## config.mk

```make
export PLATFORM = sky130hd
export DESIGN_NAME = fetch_sequencer
export DESIGN_NICKNAME = d
export VERILOG_FILES = /design/src/rtl/fetch_sequencer.sv
export SDC_FILE = /design/constraint.sdc
export NUM_CORES = 1
export LEC_CHECK = 0
export CAP_MARGIN = 5
export CORE_UTILIZATION = 56
export CTS_BUF_LIST = sky130_fd_sc_hd__clkbuf_4 sky130_fd_sc_hd__clkbuf_8
export DETAILED_ROUTE_END_ITERATION = 6
export PLACE_DENSITY_LB_ADDON = 0.2
export SLEW_MARGIN = 20
export SYNTH_ARGS = -nofsm -noshare
export SYNTH_HDL_FRONTEND = slang
export SYNTH_SLANG_ARGS = --single-unit
```

## constraint.sdc

```tcl
create_clock -name Clk -period 3.5 [get_ports Clk]
set_input_delay 0.525 -clock Clk [delete_from_list [all_inputs] [get_ports Clk]]
set_output_delay 0.525 -clock Clk [all_outputs]
set_load 0.05 [all_outputs]
```

## src/rtl/fetch_sequencer.sv

```systemverilog
// Instruction-fetch controller: owns the PC, fetches from a combinational
// instruction memory into a small in-order buffer, and hands words to decode.
module fetch_sequencer #(
  parameter logic [31:0] RESET_PC  = 32'h0000_0000,
  parameter int          BUF_DEPTH = 2
) (
  input  logic        Clk,
  input  logic        Reset,
  output logic [31:0] Address,
  input  logic [31:0] Instruction,
  output logic [31:0] InstrOut,
  output logic [31:0] PCOut,
  output logic        InstrValid,
  input  logic        InstrReady,
  input  logic        Redirect,
  input  logic [31:0] RedirectTarget,
  input  logic        Halt,
  output logic        Halted,
  output logic        Misaligned
);
  localparam int PW = $clog2(BUF_DEPTH);
  localparam int CW = PW + 1;

  typedef enum logic {S_FETCH, S_HALTED} state_t;
  typedef struct packed {
    logic [31:0] instr;
    logic [31:0] pc;
  } entry_t;

  state_t                      state_q, state_d;
  entry_t [BUF_DEPTH-1:0]      ent_q, ent_d;
  logic   [31:0]               pc_q, pc_d;
  logic   [CW-1:0]             cnt_q, cnt_d;
  logic   [PW-1:0]             head_q, head_d, tail_q, tail_d;
  logic                        mis_q, mis_d;
  logic                        pop, push;

  always_comb begin
    state_d = state_q;
    ent_d   = ent_q;
    pc_d    = pc_q;
    cnt_d   = cnt_q;
    head_d  = head_q;
    tail_d  = tail_q;
    mis_d   = mis_q;
    pop     = (cnt_q != '0) & InstrReady;
    // A full buffer still accepts a word when the head leaves the same cycle.
    push    = (state_q == S_FETCH) & ~Redirect & ~Halt &
              ((cnt_q != CW'(BUF_DEPTH)) | pop);
    if (Redirect) begin
      cnt_d  = '0;
      head_d = '0;
      tail_d = '0;
      if (RedirectTarget[1:0] == 2'b00) begin
        pc_d    = RedirectTarget;
        state_d = S_FETCH;
      end else begin
        mis_d   = 1'b1;
        state_d = S_HALTED;
      end
    end else begin
      if (pop) head_d = head_q + PW'(1);
      if (push) begin
        ent_d[tail_q] = '{instr: Instruction, pc: pc_q};
        tail_d        = tail_q + PW'(1);
        pc_d          = pc_q + 32'd4;
      end
      cnt_d = cnt_q + CW'(push) - CW'(pop);
      if (state_q == S_FETCH && Halt) state_d = S_HALTED;
    end
  end

  always_ff @(posedge Clk) begin
    if (Reset) begin
      state_q <= S_FETCH;
      ent_q   <= '0;
      pc_q    <= RESET_PC;
      cnt_q   <= '0;
      head_q  <= '0;
      tail_q  <= '0;
      mis_q   <= 1'b0;
    end else begin
      state_q <= state_d;
      ent_q   <= ent_d;
      pc_q    <= pc_d;
      cnt_q   <= cnt_d;
      head_q  <= head_d;
      tail_q  <= tail_d;
      mis_q   <= mis_d;
    end
  end

  assign Address    = pc_q;
  assign InstrOut   = ent_q[head_q].instr;
  assign PCOut      = ent_q[head_q].pc;
  assign InstrValid = (cnt_q != '0);
  assign Halted     = (state_q == S_HALTED);
  assign Misaligned = mis_q;
endmodule

```

**Word level (Yosys, flattened, before mapping)**

Index checks and enable logic that the tools add are counted.

- Bits in registers: 166
- Input port bits: 69
- Output and inout bits: 99
- Logic and storage cells: 50

- Add/subtract/negate cells: 5
- $lt $le $gt $ge: 3
- Equality and inequality tests: 2
- Mux-type cells: 11
- Bitwise gates (word level): 9
- Reduce and logical (&&, ||, !) cells: 10

Operators with widths:

| operator | count |
|---|---|
| $mux W64 | 3 |
| $bwmux W128 | 1 |
| $mux W32 | 3 |
| $demux W64 S1 | 1 |
| $add A32 B3 Y32 const B | 1 |
| $reduce_and A2 Y1 | 3 |
| $reduce_bool A2 Y1 | 3 |
| $and A1 B1 Y1 | 4 |
| $lt A1 B2 Y1 const B | 2 |
| $not A1 Y1 | 4 |
| $mux W1 | 3 |
| $add A1 B1 Y1 const B | 2 |
| $add A2 B1 Y2 | 1 |
| $logic_and A1 B1 Y1 | 2 |
| $logic_not A2 Y1 | 1 |
| $ne A2 B1 Y1 const B | 1 |
| $ne A2 B2 Y1 const B | 1 |
| $reduce_or A2 Y1 | 1 |
| $sub A2 B1 Y2 | 1 |
| $ge A1 B1 Y1 const B | 1 |
| $or A1 B1 Y1 | 1 |

**Logic depth before layout (Yosys ltp)**

Gate-level depths: netlist (run 1).

- Depth in word-level cells: 6
- Gate-level depth with buffers: 10
- Depth with buffers taken out: 9

**Worst setup path before layout (run 1)**

No wires, ideal clock.

- Kind: input to register
- Start: input port InstrReady
- End: register cnt_q[1]
- Arrival time: 2082 ps
- Required time: 3379 ps
- Setup slack: 1297 ps
- Cell stages on the path: 10
- Path buffers: 1
- Cells stage by stage: or3b_4 and2_4 buf_12 inv_2 ha_1 inv_1 ha_1 xor2_1 xnor2_1 nor2_1

- Word-level cells in the longest chain between the ends: 5

Ends and longest elaborated chain:

| what | line | RTL |
|---|---|---|
| start, declared | 14 | `input logic InstrReady,` |
| $and A1 B1 Y1 * | 46 | `pop = (cnt_q != '0) & InstrReady;` |
| $or A1 B1 Y1 | 49 | `((cnt_q != CW'(BUF_DEPTH)) \| pop);` |
| $and A1 B1 Y1 | 48 | `push = (state_q == S_FETCH) & ~Redirect & ~Halt &` |
| $add A2 B1 Y2 | 68 | `cnt_d = cnt_q + CW'(push) - CW'(pop);` |
| $sub A2 B1 Y2 * | 68 |  |
| end signal, assigned | 86 | `cnt_q <= cnt_d;` |
| end, declared | 33 | `logic [CW-1:0] cnt_q, cnt_d;` |

Every way passes the cells marked *; elsewhere a longest branch is shown, timed or not.
A chain may end at the register's enable or synchronous reset.

**Worst setup path after layout (run 1)**

- Start: register head_q
- End: output port PCOut[21]

- Word-level cells in the longest chain between the ends: 2

Ends and longest elaborated chain:

| what | line | RTL |
|---|---|---|
| start, declared | 34 | `logic [PW-1:0] head_q, head_d, tail_q, tail_d;` |
| start signal, assigned | 79 | `head_q <= '0;` |
| start signal, assigned | 87 | `head_q <= head_d;` |
| $mux W64 (implied by the code) (2 in series) | 95 | `assign PCOut = ent_q[head_q].pc;` |
| end, declared | 12 | `output logic [31:0] PCOut,` |

No other way between the ends. The select of a mux whose other input is x is not followed.

==> results by stage, run 1 <==
Detailed routing:
- Across all layers, the routed design uses roughly 7100 vias.
- The vias per cell is 5.75.
- After detailed routing, the average wire length per cell comes to between 15 and 20 µm.
- Once detail routing completed, the nets flagged for antenna violations numbered 0.
- The number of iterations in the first detailed-routing pass is 7.
- After the first detailed-routing iteration, the DRC count stood at a little under 800.
- After detailed routing, the number of remaining DRC violations is 0.
- Summed over all layers, the routed wires come to roughly 20000 µm.

STA:
- Setup repair after global routing left no endpoint under its margin.
- Setup total negative slack on the finished layout was measured at 0 ps.
- Of the available clock period, the critical path in the final layout requires 0.841.
- The number of slew-limit violations in the final report is 0.
- Setup violations remaining at the end of the flow were counted as 0.
- The minimum clock period after layout is between 2000 and 3000 ps.
- The worst-case clock skew is 10.6 ps.
- The headroom to the max-slew limit is 0.472.
- The slew at the pin closest to its max-slew limit is 791 ps.
- The number of hold violations in the final report is 0.
- Static timing analysis puts the maximum clock frequency at around 340 MHz.

Critical path:
- The reg-to-reg endpoint is Address[22].
- The worst setup path is captured at an output pin.
- The number of buffers and inverters on the critical path is 2.
- The start-to-end type of the worst setup path is flip-flop to output pin.
- The highest cell delay on the worst timing path is about 730 ps.
- The critical path required time is about 3000 ps.
- Among all stages on the critical path, the largest delay is contributed by clkdlybuf4s50_1.
- Walking the worst path, the cells encountered are buf_4 > mux2_2 > clkdlybuf4s50_1.
- Of all nets on the critical path, the largest fanout is between 40 and 50.
- The internal reg-to-reg setup slack is roughly 1300 ps.
- The startpoint identified for the worst register-to-register timing path is Address[2].
- The arrival time at the worst endpoint is 2420 ps.
- For the worst flop-to-flop path, the logic depth is 6.
- The family with the most delay on the worst path is buffers and inverters.
- The element type at the critical path start is a flip-flop.

Clock network:
- After clock tree synthesis, the flow added hold-fix buffers numbering 0.
- After clock tree synthesis, the clock-pin slew on the worst setup and hold paths is about 80 ps.
- After clock tree synthesis, the setup repair step added 0 buffers.
- The clock sink count is approximately 170.
- For the worst-skew pair, the clock arrives at the later sink with an insertion delay of roughly 440 ps.
- In this run the number of H-tree levels came out at 4.
- The number of gates resized after CTS was 0.
- The buffer levels on the longest clock path is 2.
- The number of buffers created by CTS is 17.
- The root buffer cell is clkbuf_8.
- TritonCTS built the clock tree.

Layout:
- From synthesis to final layout, the design area changed by 27.3%.
- For this run, the post-layout net count is about 1100.
- The share of final-layout standard cells stronger than drive strength 1 is 0.134.
- The diode insertion count for antenna repair is 0.
- Measured on the finished design, the core utilization comes to 0.728.
- The library cell used most frequently in the layout, excluding fill and tap cells, is nand2_1.
- In the layout the commonest cells are nand2_1, clkdlybuf4s50_1, dfxtp_1.

Yosys:
- Yosys printed 0 warnings.
- The cell count after synthesis came out at roughly 930.
- The number of unique standard cell types used by synthesis is 66.
- The post-synthesis area per instance is about 8.2 µm².
- The cell taking the most area after synthesis is dfxtp_1.
- The fraction of registers with async set/reset is 0.
- After synthesis the cells add up to around 7600 µm².
- The flip-flop and latch count after synthesis is between 150 and 200.
- By area the synthesized netlist is led by dfxtp_1, nand2_1, a21oi_1.
- The leading register cell type out of synthesis is dfxtp_1.
- The share of Yosys cell area claimed by the top area cell type is 0.439.
- The register area share after synthesis is 0.439.
- Counting flops with a built-in enable in the synthesized netlist gives 0.
- The number of nets handed over by synthesis was approximately 1000.

Die:
- The die is approximately 120 µm tall.
- The area of the core region is about 13000 µm².
- The die area is around 14000 µm².
- For this configuration, the core starts out at a cell density of 0.572.
- The die is ~120 µm wide.
- The cell row count is 42.
- roughly 170 I/O pins were placed.

Min path:
- The startpoint identified for the worst hold timing path is ent_q[79].
- The class of the tightest hold or removal check is flip-flop to flip-flop.
- The worst hold path passes through 2 cells.
- The worst hold path terminates at ent_q[79].

Placed design:
- At the end of routability-driven placement, the weighted congestion stood at 0.941.
- The HPWL after detailed placement is 13200 µm.
- The number of buffer cells added on primary ports is around 170.

Power and ir drop:
- The switching power is ~1.1 mW.
- The leakage dissipation is ~3.3 nW.
- Of the total power, registers draw 0.484.
- The cell area power density is ~430 nW/µm².
- The portion of total power attributed to combinational logic is 0.129.
- The internal power is slightly above 3 mW.
- The clock share of power is 0.387.
- The highest ir drop seen on vdd is 0.228 mV.
- Of the total power, the share spent switching nets is 0.260.

Global routing:
- The pin count of the biggest net entering global routing is between 70 and 80.
- The first-pass GRT wire length is 33200 µm.
- The number of global-route vias before repair is about 6800.
- The global-route usage over all layers is 0.294.
- The number of antenna violations at the first check in global routing came to 0.
- After global routing the overflow that remains totals 0.

Job:
- The max capacitance violation total is 0.

Status:
- The run finished with clean final reports.
[through the flow]
step	total power [mW]	hold WS, ps	instance area [µm²]	setup slack [ps]	instances
detailed placement	2.56	443	9170	630	1208
global route	4.26	467	9640	467	1240
CTS	4.13	450	9640	530	1240
finish	4.11	453	9640	556	1240
floorplan	2.35	433	7570	1300	925
global placement	2.56	439	9170	684	1208
[sequential cells by signal, indices dropped and copies added (netlist names)]
register and flops:
Address 32, Halted 1, Misaligned 1, cnt_q 2
ent_q 128, head_q 1, tail_q 1
[cells by family after synthesis]
kind of cell             share of synthesized area
XOR/XNOR                                   0.00347
flip-flops                                   0.439
AND/OR/NAND/NOR                              0.233
multiplexers                                 0.103
buffers and inverters                       0.0588
AO/OA/AOI/OAI                                0.158
adder cells (fa/ha/maj)                    0.00496
[worst reg2reg max path: stages, from the launching register on]
cell     delay (ps)
dfxtp_1         550
ha_1            370
and4_4          310
nand3_2         200
nor3_1          370
mux2i_1         220
o22ai_1          90
[how the worst max path moves through the flow]
stage / startpoint / endpoint / cells past startpoint
floorplan: InstrReady / cnt_q[1] / 10
CTS: head_q / PCOut[12] / 3
detailed placement: Redirect / Address[28] / 6
global placement: Redirect / Address[28] / 6
finish: head_q / PCOut[21] / 3
global route: head_q / PCOut[23] / 3
[area by class of cell]
cell class	instances	area, µm²
clock inverter	12	198
timing repair buffer	182	1790
multi-input combinational	678	3810
inverter	6	22.5
sequential	166	3320
fill	1067	3600
clock buffer	20	275
tap	176	220
[power groups by stage]
stage,Clock [mW],Combinational [mW],Sequential [mW]
2_1_floorplan,0,0.284,2.07
3_3_place_gp,0,0.525,2.03
3_5_place_dp,0,0.527,2.03
4_1_cts,1.61,0.529,1.99
5_1_grt,1.70,0.562,2.00
6_report,1.59,0.531,1.99
[routing by layer]
| layer | wire length, µm | share of wire | track usage | up-vias |
|---|---|---|---|---|
| li1 | - | - | - | 3432 |
| met5 | 0 | 0 | 0 | - |
| met1 | 8780 | 0.43 | 0.388 | 3337 |
| met3 | 1580 | 0.078 | 0.0637 | 31 |
| met4 | 410 | 0.020 | 0.115 | 0 |
| met2 | 9610 | 0.47 | 0.470 | 330 |
[synth_stat cells, types with 2 or more instances]
library cell / instances
buf_2: 24
nand3_1: 11
ha_1: 3
and2_1: 3
xnor2_1: 2
buf_4: 2
mux2i_1: 6
nor4_1: 8
a21oi_1: 149
nor4_2: 3
or3_1: 5
inv_1: 4
o41ai_1: 3
nor3_1: 8
a32o_1: 4
and4_4: 2
dfxtp_1: 166
o21ai_1: 10
nor2_1: 22
a22oi_1: 5
nand4_1: 8
clkbuf_1: 35
a211oi_1: 8
o22ai_1: 6
buf_6: 10
a31oi_1: 3
nand2_1: 284
a21o_1: 3
o31ai_1: 4
and3_1: 10
nand4_2: 2
o21ai_0: 14
inv_2: 2
mux2_2: 64
No activity file was read; power rests on OpenSTA's default activity.
==> run 2, diff against run 1 <==
--- a/config.mk
+++ b/config.mk
@@ -6,7 +6,7 @@
 export NUM_CORES = 1
 export LEC_CHECK = 0
 export CAP_MARGIN = 5
-export CORE_UTILIZATION = 56
+export CORE_UTILIZATION = 52
 export CTS_BUF_LIST = sky130_fd_sc_hd__clkbuf_4 sky130_fd_sc_hd__clkbuf_8
 export DETAILED_ROUTE_END_ITERATION = 6
 export PLACE_DENSITY_LB_ADDON = 0.2
==> constraint.sdc (replaced) <==
create_clock -name Clk -period 2.8 [get_ports Clk]
set_input_delay 0.42 -clock Clk [delete_from_list [all_inputs] [get_ports Clk]]
set_output_delay 0.42 -clock Clk [all_outputs]
set_load 0.05 [all_outputs]
==> run 2 against run 1 <==
  * Combinational power grew 29%
  * Flip-flop and latch count is the same
  * Largest cell class unchanged
  * Die area grew 7.6%
  * Sequential share of layout area shrank 0.48 points
==> results by stage, run 2 (synthesis gave the netlist of run 1 again) <==
Status:
- The flow ran to the end, and the final reports show no timing, DRC or antenna violations.

STA:
- The headroom to the max-slew limit is 0.626 (+0.153).
- The number of hold violations in the final report came to 0 (unchanged).
- The slew at the pin closest to its max-slew limit is 560 ps (-231 ps).
- The maximum clock frequency is around 380 MHz.
- Setup repair after global routing left no endpoint under its margin.
- The worst-case clock skew was 10.0 ps (-0.514 ps).
- The smallest clock period supported by the final layout is computed as 2650 ps.
- The share of the clock period used by the worst path after layout is 0.946.
- The minimum setup slack in the final design is 151 ps (-405 ps).
- The number of slew-limit violations in the final report came to 0 (unchanged).
- The setup TNS is 0 ps (unchanged).
- The total of endpoints with negative setup slack in the final report came to 0 (unchanged).

Layout:
- The flip-flop count of the largest register, all copies and words added came to 128 (unchanged).
- The net total in the final layout is 1133 (+0.89%).
- The share of final-layout standard cells stronger than drive strength 1 is 0.146 (+0.0118).
- The register name with the most flops is ent_q.
- In the layout the commonest cells are nand2_1, dfxtp_1, clkdlybuf4s50_1.
- From synthesis to final layout, the design area changed by 29.2%.
- The library cell used most frequently in the layout, excluding fill and tap cells, is nand2_1.

Placed design:
- The estimated wirelength of the detail-placed design is 13300 µm (+0.42%).
- The worst slack after detailed placement came to 248 ps (-382 ps).
- The number of buffer cells added on primary ports is 167 (unchanged).
- The placer congestion estimate is 0.846 (-10%).

Clock network:
- The buffer levels on the longest clock path is 2 (unchanged).
- The number of buffers created by CTS is 17 (unchanged).
- The register clock-pin slew on the reported worst setup and hold paths is 80 ps (about the same).
- The quantity of hold-fixing buffers added after cts came to 0 (unchanged).
- TritonCTS built the clock tree.
- The worst-skew pair later-pin latency is 450 ps (about the same).
- The CTS H-tree depth was 4 (unchanged).
- The root buffer cell is clkbuf_8.
- The clock sink count is 166 (unchanged).

Power and ir drop:
- The part of the total power dissipated in sequential elements is 0.487 (+0.003).
- The highest ir drop seen on vdd was 0.387 mV (+70%).
- The leakage dissipation is 3.44 nW (+2.6%).
- The internal power came to 3.76 mW (+23%).
- The fraction of power spent switching nets came to 0.264 (+0.00433).
- The portion of total power attributed to combinational logic is 0.134 (+0.005).
- The cell area power density is 522 nW/µm² (+22%).
- The switching power is 1.35 mW (+26%).
- The clock share of power is 0.379 (-0.008).

Critical path:
- The start-to-end type of the worst setup path is flip-flop to output pin.
- The peak fanout along the critical path is 18 (-57%).
- The worst reg-to-reg path cell count is 9 (+3).
- The arrival time at the worst endpoint is 2230 ps (-190 ps).
- STA classifies the critical path endpoint as an output pin.
- The critical path required time was 2380 ps (-590 ps).
- STA classifies the critical path startpoint as a flip-flop.

Global routing:
- The global-route usage over all layers is 0.272 (-0.0227).
- The number of antenna violations at the first check in global routing is 1 (+1).
- The pin count of the biggest net entering global routing is 112 (+44%).
- The total global routing overflow is 0 (unchanged).
- The number of global-route vias before repair came to 6326 (-6.7%).
- The first-pass GRT wire length was 31900 µm (-3.9%).

Die:
- The area of the core region was 14000 µm² (+6.0%).
- The die width is 123 µm (+3.7%).
- The height of the die is 123 µm (+3.7%).
- The number of top-level design ports came to 168 (unchanged).
- The die area was 15100 µm² (+7.6%).
- The starting utilization of the core area is 0.539 (-0.0326).
- The cell row count was 43 (+2.4%).

Detailed routing:
- The DRC violations left is 0 (unchanged).
- The routed wire length is 20400 µm (+0.34%).
- The number of iterations in the first detailed-routing pass is 5 (-2).
- The routed length per placed instance came to 16.3 µm (-0.86%).
- The detailed-route via count came to 6985 (-2.0%).
- The number of design-rule violations left by the first detailed-router iteration is 718 (-7.1%).
- The vias per cell is 5.57 (-3.2%).
- The post-detailed-route count of antenna-violating nets is 0 (unchanged).

Min path:
- The class of the tightest hold or removal check is flip-flop to flip-flop.
- The number of cells on the worst hold path was 2 (unchanged).

Job:
- The max capacitance violation total is 0 (unchanged).
==> run 2: cell count changes in the layout (fill, tap and decap cells not counted) <==
cell             delta
clkbuf_4            +2
buf_4               +7
clkinv_2            -2
dlygate4sd2_1       +2
dfxtp_4             +1
inv_6               +1
dfxtp_2             -1
clkdlybuf4s50_1     -6
buf_12              +7
diode_2             +1
bufinv_16           -1
==> run 2: routing by layer <==
metal  wire length [µm]  share of wire  global-route usage
met1               9220           0.45               0.377
met2               9220           0.45               0.412
met3               1660          0.081              0.0651
met4                343          0.017              0.0907
met5                  0              0                   0
==> run 2: repair_timing <==
item,CTS,global route
endpoints found under the hold margin,0,0
resized for setup,3,0
endpoints found under the setup margin,6,0
setup buffers,0,0
==> run 2: metrics by stage <==
step	utilization	cell area, µm²	hold WS [ps]	instances	total power [mW]
final	0.697	9790	453	1255	5.11
after global routing	0.697	9780	468	1254	5.29
after CTS	0.697	9780	432	1254	5.14
after detailed placement	0.664	9330	436	1222	3.22
after global placement	0.664	9330	438	1222	3.22
after floorplan	-	7570	433	925	2.94
==> run 2: worst paths after layout <==
check	from	endpoint	slack, ps
max reg2reg	cnt_q[1]	cnt_q[1]	630
min reg2reg	ent_q[4]	ent_q[4]	450
min	ent_q[4]	ent_q[4]	450
max	head_q	PCOut[2]	150
==> run 2: cell type report <==
class                      instances  area [µm²]
tap                              180         225
inverter                           6        22.5
multi-input combinational        678        3810
timing repair buffer             192        1940
antenna                            1        2.50
fill                            1140        4260
clock inverter                    10         166
clock buffer                      22         290
sequential                       166        3330
==> run 2: critical path, stage by stage, from the launching register on <==
cell             delay [ps]
dfxtp_4                 510
buf_12                  200
mux2_2                  350
clkdlybuf4s50_1         710
==> run 2: power groups by stage <==
stage                     sequential, mW  combinational (mW)  clock, mW
after floorplan                     2.59               0.355          0
after CTS                           2.48               0.685       1.97
after global placement              2.54               0.680          0
final                               2.48               0.686       1.93
after detailed placement            2.54               0.682          0
after global routing                2.49               0.726       2.07
==> RTL edit, RTL diff (settings of run 1) <==
Reset style: asynchronous (`Reset`), changed in one clocked block.
--- a/src/rtl/fetch_sequencer.sv
+++ b/src/rtl/fetch_sequencer.sv
@@ -70,7 +70,7 @@
     end
   end
 
-  always_ff @(posedge Clk) begin
+  always_ff @(posedge Clk or posedge Reset) begin
     if (Reset) begin
       state_q <= S_FETCH;
       ent_q   <= '0;
Formal check against the unedited RTL: differs if Reset is asserted again (counterexample within 4 cycles, from zero or initial values and one cycle with Reset high); with Reset held inactive, the same outputs for 4 cycles.
==> RTL edit against run 1 <==
Global-route usage is 2.4 points lower. Sequential cell count stayed put. Register-to-register slack worse by 250 ps. Area after synthesis is 3.3% higher. Setup slack worse by 29 ps. Cell area is 4.8% higher. Count of clock-buffer cells in the layout stayed put. Routed wire length is 8.2% lower. Highest routed layer unchanged.
Power is not compared: it rests on default switching activity, and its combinational part moved more than twofold at a synthesized area within 25%.
==> RTL edit: results <==
{
  "ys_types": 59,
  "first_iter_violations": 387,
  "synthMuxAreaShare_pct": 28.12,
  "syn2layout_area_growth_pct": 29.14,
  "viasPerCell": 5.879,
  "track_usage_pct": 27.06,
  "regArea_um2": 4155,
  "skew_ps": 14.52,
  "drt_pass1_iterations": 5,
  "status": "complete, no violations",
  "worst_pin_slew_ps": 920.1,
  "synth_xor_area_share_pct": 0.4479,
  "post-dp-hpwl_mm": 12.50,
  "buffers_excl_clock": 180,
  "grt_max_degree": 167,
  "synth-async-reset-ratio_pct": 100.0,
  "worstPathArrival_ps": 2450,
  "bufAreaShareNonClock_pct": 17.88,
  "yosys-top-cells-area": "dfrtp_1 (53%), mux2_2 (23%), mux2_1 (4.5%)",
  "num-fill-cells": 889,
  "place_ws_ps": 661.0,
  "synth_compound_area_share_pct": 6.046,
  "synth_commonest_cells": "dfrtp_1 (166), mux2_2 (159), mux2_1 (31)",
  "drive_gt1_share_pct": 28.19,
  "vias": 5644,
  "place_area_um2": 9663,
  "clkCellAreaFrac_pct": 4.347,
  "multi_input_gates": 400,
  "multi_input_area_share_pct": 34.15,
  "wl_mm": 18.70
}
==> RTL edit: changes by cell type in the layout (fill, tap and decap cells not counted), sizes merged, moves of 4 or more <==
cell	delta
nand2	-263
dfrtp	+166
dfxtp	-166
a21oi	-134
mux2	+126
nor4	-8
and3	-7
o21ai	-6
a211oi	-5
a32o	-4
nor3	+4
o21a	+4
o31ai	-4
==> RTL edit: worst paths after layout <==
| check | from | to | slack, ps | depth (start not counted) |
|---|---|---|---|---|
| worst min register to register | Misaligned | Misaligned | 490 | 1 |
| worst min-delay path | Misaligned | Misaligned | 490 | 1 |
| min in group asynchronous | Reset | ent_q[36] | 680 | 3 |
| max in group asynchronous | Reset | head_q | 2110 | 3 |
| worst max register to register | Address[2] | Address[16] | 1000 | 6 |
| worst max-delay path | head_q | PCOut[31] | 530 | 3 |
==> RTL edit: metal layers <==
metal,up-vias,GRT usage (%),wire [um]
li1,2551,-,-
met1,2816,35.74,7851
met2,242,41.77,8941
met3,35,7.123,1418
met4,0,12.73,492
met5,-,0,0
